===== src/rtl/light_dance_seq_if.sv =====
// Register-file side bundle of the light sequencer: seed/mode/rate controls in,
// lamp pattern, step pulse and bounce direction out.
interface light_dance_seq_if #(
    parameter int WIDTH = 8,
    parameter int DIV_W = 4
);
    logic             load;
    logic [WIDTH-1:0] pdata;
    logic             din;
    logic [2:0]       mode;
    logic [DIV_W-1:0] div;
    logic             run;
    logic [WIDTH-1:0] qdata;
    logic             step;
    logic             dir;

    modport master (
        output load, pdata, din, mode, div, run,
        input  qdata, step, dir
    );

    modport slave (
        input  load, pdata, din, mode, div, run,
        output qdata, step, dir
    );
endinterface


===== src/rtl/light_dance_seq.sv =====
// Parametrised lamp-pattern sequencer: prescaled stepping of a WIDTH-bit pattern
// through hold/shift/rotate/bounce/LFSR/blink modes, with a bounce-direction FSM.
module light_dance_seq #(
    parameter int               WIDTH = 8,
    parameter int               DIV_W = 4,
    parameter logic [WIDTH-1:0] TAPS  = 8'hB8
) (
    input  logic                 clk,
    input  logic                 arst,
    light_dance_seq_if.slave     bus
);

    typedef enum logic [2:0] {
        M_HOLD   = 3'd0,
        M_SHL    = 3'd1,
        M_SHR    = 3'd2,
        M_ROL    = 3'd3,
        M_ROR    = 3'd4,
        M_BOUNCE = 3'd5,
        M_LFSR   = 3'd6,
        M_BLINK  = 3'd7
    } mode_e;

    typedef enum logic {
        DIR_UP   = 1'b0,
        DIR_DOWN = 1'b1
    } dir_e;

    localparam logic [WIDTH-1:0] LFSR_SEED = {{(WIDTH-1){1'b0}}, 1'b1};
    localparam logic [DIV_W-1:0] CNT_ONE   = {{(DIV_W-1){1'b0}}, 1'b1};

    function automatic logic f_parity(input logic [WIDTH-1:0] v);
        return ^v;
    endfunction

    function automatic logic [WIDTH-1:0] f_rol(input logic [WIDTH-1:0] v);
        return {v[WIDTH-2:0], v[WIDTH-1]};
    endfunction

    function automatic logic [WIDTH-1:0] f_ror(input logic [WIDTH-1:0] v);
        return {v[0], v[WIDTH-1:1]};
    endfunction

    logic [WIDTH-1:0] r_qdata;
    logic [DIV_W-1:0] r_cnt;
    logic             r_step;
    dir_e             r_dir;

    mode_e            w_mode;
    logic             w_tick;
    logic             w_q_nz;
    logic             w_bounce_left;
    logic             w_lfsr_fb;
    logic [WIDTH-1:0] w_next;
    dir_e             w_dir_nxt;

    assign w_mode = mode_e'(bus.mode);
    assign w_tick = bus.run && (r_cnt >= bus.div);
    assign w_q_nz = |r_qdata;

    // Bounce moves left while heading up unless the MSB is lit, and right while
    // heading down unless the LSB is lit; the edge lamp triggers the reversal.
    always_comb begin
        w_bounce_left = 1'b0;
        if (r_dir == DIR_UP) begin
            w_bounce_left = ~r_qdata[WIDTH-1];
        end else begin
            w_bounce_left = r_qdata[0];
        end
    end

    // LFSR feedback: tap parity XOR the serial input.
    always_comb begin
        w_lfsr_fb = f_parity(r_qdata & TAPS) ^ bus.din;
    end

    // Pattern to adopt on a tick, selected by the mode seen at that edge.
    always_comb begin
        w_next = r_qdata;
        case (w_mode)
            M_HOLD:   w_next = r_qdata;
            M_SHL:    w_next = {r_qdata[WIDTH-2:0], bus.din};
            M_SHR:    w_next = {bus.din, r_qdata[WIDTH-1:1]};
            M_ROL:    w_next = f_rol(r_qdata);
            M_ROR:    w_next = f_ror(r_qdata);
            M_BOUNCE: begin
                if (w_bounce_left) begin
                    w_next = f_rol(r_qdata);
                end else begin
                    w_next = f_ror(r_qdata);
                end
            end
            M_LFSR: begin
                if (!w_q_nz && !bus.din) begin
                    w_next = LFSR_SEED;
                end else begin
                    w_next = {r_qdata[WIDTH-2:0], w_lfsr_fb};
                end
            end
            M_BLINK:  w_next = ~r_qdata;
            default:  w_next = r_qdata;
        endcase
    end

    // Bounce-direction FSM next state; an all-dark bank never flips direction.
    always_comb begin
        w_dir_nxt = r_dir;
        if (bus.load) begin
            w_dir_nxt = DIR_UP;
        end else if (w_tick && (w_mode == M_BOUNCE) && w_q_nz) begin
            case (r_dir)
                DIR_UP: begin
                    if (r_qdata[WIDTH-1]) begin
                        w_dir_nxt = DIR_DOWN;
                    end else begin
                        w_dir_nxt = DIR_UP;
                    end
                end
                DIR_DOWN: begin
                    if (r_qdata[0]) begin
                        w_dir_nxt = DIR_UP;
                    end else begin
                        w_dir_nxt = DIR_DOWN;
                    end
                end
                default: w_dir_nxt = DIR_UP;
            endcase
        end else begin
            w_dir_nxt = r_dir;
        end
    end

    // Bounce-direction FSM state register.
    always_ff @(posedge clk or negedge arst) begin
        if (!arst) begin
            r_dir <= DIR_UP;
        end else begin
            r_dir <= w_dir_nxt;
        end
    end

    // Prescaler, pattern and step pulse: load beats tick beats hold.
    always_ff @(posedge clk or negedge arst) begin
        if (!arst) begin
            r_qdata <= {WIDTH{1'b0}};
            r_cnt   <= {DIV_W{1'b0}};
            r_step  <= 1'b0;
        end else if (bus.load) begin
            r_qdata <= bus.pdata;
            r_cnt   <= {DIV_W{1'b0}};
            r_step  <= 1'b0;
        end else if (w_tick) begin
            r_qdata <= w_next;
            r_cnt   <= {DIV_W{1'b0}};
            r_step  <= 1'b1;
        end else if (bus.run) begin
            r_qdata <= r_qdata;
            r_cnt   <= r_cnt + CNT_ONE;
            r_step  <= 1'b0;
        end else begin
            r_qdata <= r_qdata;
            r_cnt   <= r_cnt;
            r_step  <= 1'b0;
        end
    end

    assign bus.qdata = r_qdata;
    assign bus.step  = r_step;
    assign bus.dir   = r_dir;

endmodule


===== src/flat_wrapper.sv =====
// flat-port wrapper written by rule: the top's interface ports become plain ports
module light_dance_seq_flat 
#(
    parameter int               WIDTH = 8,
    parameter int               DIV_W = 4,
    parameter logic [WIDTH-1:0] TAPS  = 8'hB8
)
  (clk, arst, bus_load, bus_pdata, bus_din, bus_mode, bus_div, bus_run, bus_qdata, bus_step, bus_dir);
  light_dance_seq_if #(.WIDTH(WIDTH), .DIV_W(DIV_W)) bus_i ();
  input  logic clk;
  input  logic arst;
  input wire logic [$bits(bus_i.load)-1:0] bus_load;
  input wire logic [$bits(bus_i.pdata)-1:0] bus_pdata;
  input wire logic [$bits(bus_i.din)-1:0] bus_din;
  input wire logic [$bits(bus_i.mode)-1:0] bus_mode;
  input wire logic [$bits(bus_i.div)-1:0] bus_div;
  input wire logic [$bits(bus_i.run)-1:0] bus_run;
  output wire logic [$bits(bus_i.qdata)-1:0] bus_qdata;
  output wire logic [$bits(bus_i.step)-1:0] bus_step;
  output wire logic [$bits(bus_i.dir)-1:0] bus_dir;
  assign bus_i.load = bus_load;
  assign bus_i.pdata = bus_pdata;
  assign bus_i.din = bus_din;
  assign bus_i.mode = bus_mode;
  assign bus_i.div = bus_div;
  assign bus_i.run = bus_run;
  assign bus_qdata = bus_i.qdata;
  assign bus_step = bus_i.step;
  assign bus_dir = bus_i.dir;
  light_dance_seq #(.WIDTH(WIDTH), .DIV_W(DIV_W), .TAPS(TAPS)) u_core (.clk(clk), .arst(arst), .bus(bus_i));
endmodule

===== config.mk =====
export PLATFORM = sky130hd
export DESIGN_NAME = light_dance_seq_flat
export DESIGN_NICKNAME = d
export VERILOG_FILES = /design/src/rtl/light_dance_seq_if.sv /design/src/rtl/light_dance_seq.sv /design/src/flat_wrapper.sv
export SDC_FILE = /design/constraint.sdc
export NUM_CORES = 1
export LEC_CHECK = 0
export BUFFER_PORTS_ARGS = -buffer_cell sky130_fd_sc_hd__buf_2
export CAP_MARGIN = 20
export CORE_ASPECT_RATIO = 0.9
export CORE_MARGIN = 2
export CORE_UTILIZATION = 56
export DETAILED_ROUTE_END_ITERATION = 10
export PLACE_DENSITY = 0.82
export SYNTH_ARGS = -nofsm -noshare
export SYNTH_HDL_FRONTEND = slang
export SYNTH_SLANG_ARGS = --single-unit
export TNS_END_PERCENT = 5

===== constraint.sdc =====
create_clock -name clk -period 4.44 [get_ports clk]
set_clock_uncertainty 0.1 [all_clocks]
set_input_delay 0.444 -clock clk [delete_from_list [all_inputs] [get_ports clk]]
set_output_delay 0.444 -clock clk [all_outputs]
set_load 0.005 [all_outputs]

Word-level counts from Yosys, hierarchy flattened
Index checks and enable logic that the tools add are counted.

Bits in read-only memories: 0. Memories kept: 0. Output and inout port bits: 10. Logic and storage cells: 47. RAM bits: 0. Input port bits: 20. Latch bits: 0. Flip-flop bits (word level): 14.

Divide/modulo/power cells: 0. Bitwise gates (word level): 4. Add/sub/neg operators: 1. Magnitude comparators: 1. $mul: 0. Equal/unequal tests: 8. Reductions and logical operators: 13. Muxes and demuxes: 16. Shifts and indexed selects: 0.

Operator list (number): $pmux W8 S7 (1); $mux W8 (4); $eq A3 B3 Y1 const B (4); $mux W4 (3); $not A8 Y8 (1); $reduce_or A8 Y1 (1); $reduce_xor A8 Y1 (1); $mux W1 (7); $eq A3 B2 Y1 const B (2); $add A4 B1 Y4 const B (1); $ge A4 B4 Y1 (1); $logic_and A1 B1 Y1 (4); $reduce_bool A2 Y1 (2); $eq A3 B1 Y1 const B (1); $logic_not A3 Y1 (1); $reduce_bool A3 Y1 (1); $logic_not A1 Y1 (2); $ne A2 B2 Y1 const B (1); $not A1 Y1 (2); $pmux W1 S2 (1); $reduce_and A2 Y1 (1); $xor A1 B1 Y1 (1).

Logic depth before layout (Yosys ltp)
Gate-level depths: netlist of run 1.

Depth after elaboration: 7. Depth in mapped cells: 8. Gate-level depth less buffers: 7.

Least setup slack after synthesis of run 1
No wires, ideal clock.

Kind: input to register. Start: in bus_div[0]. End: reg u_core.r_qdata[0] (netlist: u_core.bus.qdata[0]). Stages on the path: 7. Path slack: 2.437 ns. Arrival: 1.827 ns. Cells stage by stage: ha_1 -> nand2b_1 -> a2111oi_4 -> o31a_1 -> buf_4 -> a22oi_1 -> o21ai_1.

Word-level cells in the longest chain between the ends: 4.

RTL lines: from (decl) (line flat_wrapper.sv:16) `input wire logic [$bits(bus_i.div)-1:0] bus_div;`; $ge A4 B4 Y1 (line light_dance_seq.sv:58) `assign w_tick = bus.run && (r_cnt >= bus.div);`; $logic_and A1 B1 Y1 (line light_dance_seq.sv:58); $reduce_bool A2 Y1 (no line); $reduce_and A2 Y1 (no line); to (signal assigned) (line light_dance_seq.sv:145) `r_qdata <= {WIDTH{1'b0}};`; to (signal assigned) (line light_dance_seq.sv:149) `r_qdata <= bus.pdata;`; to (signal assigned) (line light_dance_seq.sv:153) `r_qdata <= w_next;`; to (decl) (line light_dance_seq.sv:44) `logic [WIDTH-1:0] r_qdata;`.

Every way passes these cells. A chain may end at the register's enable or synchronous reset.

Final worst setup path of run 1
Start: reg u_core.r_cnt[0]. End: reg u_core.r_qdata[3] (netlist: u_core.bus.qdata[3]).

Word-level cells in the longest chain between the ends: 4.

RTL lines: from (decl) (line light_dance_seq.sv:45) `logic [DIV_W-1:0] r_cnt;`; from (signal assigned) (line light_dance_seq.sv:146) `r_cnt <= {DIV_W{1'b0}};`; from (signal assigned) (line light_dance_seq.sv:150) `r_cnt <= {DIV_W{1'b0}};`; from (signal assigned) (line light_dance_seq.sv:154) `r_cnt <= {DIV_W{1'b0}};`; $ge A4 B4 Y1 (line light_dance_seq.sv:58); $logic_and A1 B1 Y1 (line light_dance_seq.sv:58); $reduce_bool A2 Y1 (no line); $reduce_and A2 Y1 (no line).

Every way passes these cells.

==> results.md, run 1 <==
- Global-route wire length before repair: 4.57 mm
- DR vias: 1211
- Final hold violation count: 0
- ANT cells: 0
- Top Family by Delay on Critical Path: compound AO/OA/AOI/OAI gates
- Slew HR: 0.639
- Final ANT Viol Nets: 0
- Final number of max-transition violations: 0
- Per-cell routed wire length: 16.8 um
- Post-synthesis simple-gate area fraction: 0.197
- Crit-path cells: inv_1 -> ha_1 -> nand2b_1 -> a2111oi_4 -> o31a_1 -> nand2_1 -> o31ai_1
- Leak: 0.000613 uW
- Library cells used by synthesis: 42
- CP arrival: 2.42 ns
- Global-route usage over all layers: 0.261
- Synth area leaders: dfrtp_1 30%, ha_1 6.5%, o31ai_1 4.5%, o21ai_0 4.3%, nand2_1 4.2%
- Critical path endpoint category: flop
- Maximum vdd drop: 0.000191 V
- Area grow syn2layout: 16.2%
- Vias per inst: 6.51
- Least-Margin Pin Slew: 0.537 ns
- CP max stage delay: 0.48 ns
- Main synth FF type: dfrtp_1
- Worst setup path class: reg -> reg
- Combinational share of power: 0.312
- Crit path time final: 2.33 ns
- Clock insertion delay at the later pin of the skew report: 0.29 ns
- CP max stage cell: o31a_1
- CTS Buf Count: 3
- Synth Area per Inst: 8.66 um2
- IO Port Bufs: 29
- Die X: 52.0 um
- Max Root-Sink Buffers: 2
- Total grt overflow: 0
- DRT Pass-1 Iters: 4
- Die H: 47.2 um
- F_max: 429 MHz
- CP Max Fanout: 13
- Initial antenna violation count: 0
- Core region area: 1930 um2
- Sequential cell area fraction in the yosys report: 0.302
- Mapped Cells: 134
- Synth Cell Area: 1160 um2
- Pwr Density: 288 nW/um2
- Final Util: 0.697
- Clock Sinks: 14
- Post_cts resized: 0
- Setup TNS: 0 ns
- Final WL: 3.12 mm
- CTS tree: yes
- Largest net degree at the start of global routing: 15
- Fraction of registers with async set/reset: 1.00
- Most frequent cells after synthesis: 14 x dfrtp_1, 13 x nand2_1, 10 x o21ai_0, 9 x inv_1, 9 x nor2_1
- Adder-cell area share of the yosys netlist: 0.0647
- Mux contribution to synthesized area: 0.00863
- Req. time, crit path: 4.53 ns
- Hold Crit Class: in -> reg
- Post-synth EDFFs: 0
- RSZ-0062 raised after global routing: false
- Layout cell share with drive strength beyond 1: 0.248
- Reg power frac: 0.433
- Vias in the first global route: 1039
- Hold Slack: 0.307 ns
- HPWL after detailed placement: 2.19 mm
- Fin crit share: 0.525
- Hold_buf cts: 1
- P_int: 248 uW
- Rows: 15
- Status: complete, no violations
- Compound-Gate Fraction of Synth Area: 0.334
- Share of the synthesized area in the top cell type: 0.302
- Non-Filler Instances: 186
- Main combinational cell family by area after synthesis: compound AO/OA/AOI/OAI gates
- Synthesized flop and latch total: 14
- Worst Path Buf+Inv: 1
- Synth warn: 0
- Max cap viols: 0
- Routability congestion estimate: 0.840
- Total setup buffers inserted after CTS: 0
- Critical path launch point type: flop
- Sw Share: 0.361
- Psw: 140 uW
- Most common cell in the netlist: dfrtp_1
- Synthesized net count: 160
- Synth Area in XOR/XNOR: 0.0302
- Post-Place Cells: 181
- Die ar.: 2450 um2
- Final setup viols: 0
- Nets@finish: 188
- Starting density of the core: 0.600
- Io pins: 30
- Synth area leader: dfrtp_1
- Clock network power share: 0.254
- Clock transition at path regs: 0.10 ns
- H-tree depth: 1
- Root buf cell: clkbuf_4
- Iteration-0 DRC Markers: 50
- DRC: 0
[through the flow]
step           cell area (um2)  power [uW]  worst slack [ns]
2_1_floorplan             1160         246              2.44
3_3_place_gp              1300         281              2.19
3_5_place_dp              1300         287              2.11
4_1_cts                   1350         384              2.14
5_1_grt                   1350         406              1.99
6_report                  1350         389              2.11
[logic make-up after synthesis]
logic type | Yosys count
xor gates and xnor gates | 4
DFF | 14
adders and majority gates | 6
muxes | 1
buffers and inverters | 17
and+or+nand+nor | 42
AOI/OAI and AO/OA | 50
[worst min-delay path: stages]
cell	delay, ns
buf_2	0.08
a22oi_1	0.07
o21ai_1	0.07
[power by group through the flow]
stage | clock, uW | combinational (uW) | sequential (uW)
2_1_floorplan | 0 | 85.4 | 161
3_3_place_gp | 0 | 113 | 168
3_5_place_dp | 0 | 118 | 169
4_1_cts | 97.3 | 120 | 167
5_1_grt | 102 | 134 | 170
6_report | 98.7 | 121 | 168
[state kept, by name, indices dropped and copies added (netlist names)]
signal and flops:
u_core.bus.step 1, u_core.r_cnt 4, u_core.bus.dir 1, u_core.bus.qdata 8
[layout by cell type (no fill, tap or decap), types with 5 or more instances in the layout]
cell type / Yosys / layout
a221oi_1: 5 / 5
buf_2: 4 / 29
dfrtp_1: 14 / 14
ha_1: 6 / 6
inv_1: 9 / 9
nand2_1: 13 / 13
nor2_1: 9 / 9
nor2b_1: 6 / 6
o21ai_0: 10 / 10
o21ai_1: 6 / 6
o31ai_1: 7 / 7
[layout make-up]
| cell class | instances | area (um2) |
|---|---|---|
| multi-input combinational | 103 | 737 |
| fill | 169 | 586 |
| sequential | 14 | 350 |
| timing repair buffer | 30 | 155 |
| inverter | 10 | 37.5 |
| clock buffer | 4 | 36.3 |
| tap | 25 | 31.3 |
[path summary, 6_finish.rpt]
| path | to | from | slack (ns) | depth (start not counted) |
|---|---|---|---|---|
| worst max-delay path | u_core.bus.qdata[3] | u_core.r_cnt[0] | 2.11 | 7 |
| worst min-delay path | u_core.bus.qdata[0] | bus_pdata[0] | 0.31 | 3 |
| worst max register to register | u_core.bus.qdata[3] | u_core.r_cnt[0] | 2.11 | 7 |
| worst min register to register | u_core.r_cnt[3] | u_core.r_cnt[3] | 0.47 | 2 |
| max in group asynchronous | u_core.bus.qdata[1] | arst | 3.52 | 2 |
| min in group asynchronous | u_core.r_cnt[3] | arst | 0.47 | 2 |
[layer usage]
layer / GRT usage / part of all wire
met1: 0.314 / 0.41
met4: 0.147 / 0.018
met3: 0.0318 / 0.087
met5: 0 / 0
met2: 0.463 / 0.48
No activity file was read; power rests on OpenSTA's default activity.
==> run 2: changes to the inputs <==
--- a/config.mk
+++ b/config.mk
@@ -5,13 +5,14 @@
 export SDC_FILE = /design/constraint.sdc
 export NUM_CORES = 1
 export LEC_CHECK = 0
+export ABC_AREA = 1
 export BUFFER_PORTS_ARGS = -buffer_cell sky130_fd_sc_hd__buf_2
 export CAP_MARGIN = 20
 export CORE_ASPECT_RATIO = 0.9
 export CORE_MARGIN = 2
-export CORE_UTILIZATION = 56
+export CORE_UTILIZATION = 53
 export DETAILED_ROUTE_END_ITERATION = 10
-export PLACE_DENSITY = 0.82
+export PLACE_DENSITY = 0.77
 export SYNTH_ARGS = -nofsm -noshare
 export SYNTH_HDL_FRONTEND = slang
 export SYNTH_SLANG_ARGS = --single-unit
==> constraint.sdc (replaced) <==
create_clock -name clk -period 2.32 [get_ports clk]
set_clock_uncertainty 0.1 [all_clocks]
set_input_delay 0.232 -clock clk [delete_from_list [all_inputs] [get_ports clk]]
set_output_delay 0.232 -clock clk [all_outputs]
set_load 0.005 [all_outputs]
==> run 2 against run 1 <==
Hold slack got worse by 0.19 ns. Setup slack got worse by 1.6 ns. Non-clock buffer count did not move. Total power rose by 130%. Die area rose by 15%. Synthesized area rose by 9.8%. Synthesized cell count rose by 49%. Sequential share of layout area fell by 2.4 points. Critical endpoint is now u_core.bus.qdata[2]. Clock power rose by 84%. Maximum frequency rose by 27%. Combinational power rose to 3.0 times the previous value.
==> results.md, run 2 <==
- Library cells used by synthesis: 26 (-38%)
- Synthesized net count: 226 (+41%)
- Largest register FFs: 8 (unchanged)
- Root buf cell: clkbuf_4
- Max cap viols: 0 (unchanged)
- Core region area: 2220 um2 (+15%)
- Die ar.: 2810 um2 (+15%)
- Most common cell in the netlist: nand2_1
- Setup TNS: 0 ns (unchanged)
- IO Port Bufs: 29 (unchanged)
- Total grt overflow: 0 (unchanged)
- Die H: 50.5 um (+7.1%)
- Area grow syn2layout: 16.4%
- Slew HR: 0.624 (-0.0152)
- Hold Slack: 0.114 ns (-0.193 ns)
- Synth area leader: dfrtp_1
- Worst setup path class: reg -> reg
- Vias in the first global route: 1358 (+31%)
- Sequential cell area fraction in the yosys report: 0.275 (-0.0270)
- Main synth FF type: dfrtp_1
- Commonest non-fill, non-tap cell in the layout: nand2_1
- Post_cts resized: 0 (unchanged)
- Routability congestion estimate: 1.01 (+21%)
- Total setup buffers inserted after CTS: 0 (unchanged)
- Synthesized flop and latch total: 14 (unchanged)
- DR vias: 1435 (+18%)
- Iteration-0 DRC Markers: 127 (+150%)
- Non-Filler Instances: 259 (+39%)
- Critical path launch point type: flop
- HPWL after detailed placement: 2.77 mm (+26%)
- Final setup viols: 0 (unchanged)
- Synth warn: 0 (unchanged)
- Rows: 16 (+1)
- Io pins: 30 (unchanged)
- Req. time, crit path: 2.45 ns (-2.08 ns)
- Mapped Cells: 200 (+49%)
- RSZ-0062 raised after global routing: false
- Per-cell routed wire length: 13.7 um (-19%)
- Final hold violation count: 0 (unchanged)
- Die X: 55.7 um (+7.1%)
- Initial antenna violation count: 0 (unchanged)
- Vias per inst: 5.54 (-15%)
- Clock Sinks: 14 (unchanged)
- Most frequent cells after synthesis: 59 x nand2_1, 29 x nand3_1, 25 x inv_1, 18 x nor2_1, 14 x dfrtp_1
- Final number of max-transition violations: 0 (unchanged)
- Final WL: 3.54 mm (+13%)
- Leak: 0.000840 uW (+37%)
- Clock insertion delay at the later pin of the skew report: 0.29 ns (about the same)
- F_max: 545 MHz (+27%)
- Layout cell share with drive strength beyond 1: 0.233 (-0.0157)
- Critical path endpoint category: flop
- Synth area leaders: dfrtp_1 28%, nand2_1 17%, nand3_1 11%, inv_1 7.4%, ha_1 5.9%
- Largest net degree at the start of global routing: 19 (+4)
- Hold_buf cts: 1 (unchanged)
- CP Max Fanout: 10 (-3)
- Starting density of the core: 0.573 (-0.0268)
- Hold Path Origin: bus_load
- Worst setup path start: u_core.r_cnt[1]
- CTS Buf Count: 3 (unchanged)
- Status: complete, no violations
- Fraction of registers with async set/reset: 1.00 (unchanged)
- Pwr Density: 601 nW/um2 (+110%)
- CTS tree: yes
- Hold Crit Class: in -> reg
- DRC: 0 (unchanged)
- Max Root-Sink Buffers: 2 (unchanged)
- CP arrival: 1.96 ns (-0.46 ns)
- H-tree depth: 1 (unchanged)
- Maximum vdd drop: 0.000361 V (+89%)
- Global-route wire length before repair: 6.09 mm (+33%)
- Clock transition at path regs: 0.09 ns (about the same)
- Post-synth EDFFs: 0 (unchanged)
- Fin crit share: 0.791 (+0.266)
- Share of the synthesized area in the top cell type: 0.275 (-0.0270)
- Final ANT Viol Nets: 0 (unchanged)
- Crit path time final: 1.84 ns (-0.494 ns)
- Post-Place Cells: 254 (+40%)
- DRT Pass-1 Iters: 4 (unchanged)
- ANT cells: 0 (unchanged)
- Most frequent cells in the layout: 59 x nand2_1, 29 x nand3_1, 29 x buf_2
- Worst R2R Start: u_core.r_cnt[1]
- Synth Cell Area: 1270 um2 (+9.8%)
- Synth Area per Inst: 6.37 um2 (-26%)
- Tot Pwr: 891 uW (+130%)
- Nets@finish: 259 (+38%)
- Least-Margin Pin Slew: 0.563 ns (+0.0257 ns)
- Global-route usage over all layers: 0.276 (+0.0141)
run 2: cell types whose count changed in the layout (fill, tap and decap cells not counted), moves of 5 or more:
cell / delta
or2_2: +5
nand2_1: +46
inv_1: +16
nor2_1: +9
o21ai_1: -5
a221oi_1: -5
nand3_1: +26
nor2b_1: -6
o31ai_1: -7
run 2: final cells by class:
type | count | area (um2)
flip-flops and latches | 14 | 350
multi-input cells | 155 | 798
inverters | 29 | 109
fillers | 219 | 739
well taps | 27 | 33.8
repair buffers | 30 | 155
clock buffers | 4 | 36.3
run 2: logic make-up after synthesis:
group | Yosys count | share of synthesized area
and+or+nand+nor | 127 | 0.464
buffers and inverters | 31 | 0.0982
AOI/OAI and AO/OA | 20 | 0.0904
DFF | 14 | 0.275
adders and majority gates | 6 | 0.0589
xor gates and xnor gates | 2 | 0.0138
run 2: where the power goes:
group / switching [uW] / internal, uW / leakage (uW)
sequential: 65.1 / 285 / 0.000179
clock: 86.9 / 95.6 / 0.0000210
combinational: 218 / 141 / 0.000640
run 2: through the flow:
stage / worst slack [ns] / area, um2 / utilization
final: 0.485 / 1480 / 0.667
after global routing: 0.355 / 1480 / 0.667
after CTS: 0.485 / 1480 / 0.667
after detailed placement: 0.511 / 1440 / 0.646
after global placement: 0.574 / 1440 / 0.646
after floorplan: 0.733 / 1270 / -
run 2: final timing paths:
check | depth (start not counted) | endpoint | slack, ns
worst max-delay path | 11 | u_core.bus.qdata[2] | 0.48
worst max register to register | 11 | u_core.bus.qdata[2] | 0.48
max in group asynchronous | 2 | u_core.bus.qdata[2] | 1.61
worst min-delay path | 2 | u_core.bus.step | 0.11
worst min register to register | 2 | u_core.bus.qdata[5] | 0.48
min in group asynchronous | 2 | u_core.bus.qdata[0] | 0.26
run 2: worst max-delay path, stage by stage (launching register included):
cell      delay (ns)
dfrtp_1         0.44
ha_1            0.33
inv_1           0.05
o21bai_1        0.11
nand3_1         0.09
nand3_2         0.09
nand3_1         0.11
nand2_4         0.13
inv_2           0.11
nor2_1          0.10
nand2_1         0.05
nand2_1         0.05
run 2: layer usage:
layer,global-route usage,vias up,routed length (um)
met5,0,-,0
met4,0.0935,0,50
met3,0.0412,6,292
met2,0.456,67,1650
met1,0.369,651,1550
li1,-,711,-
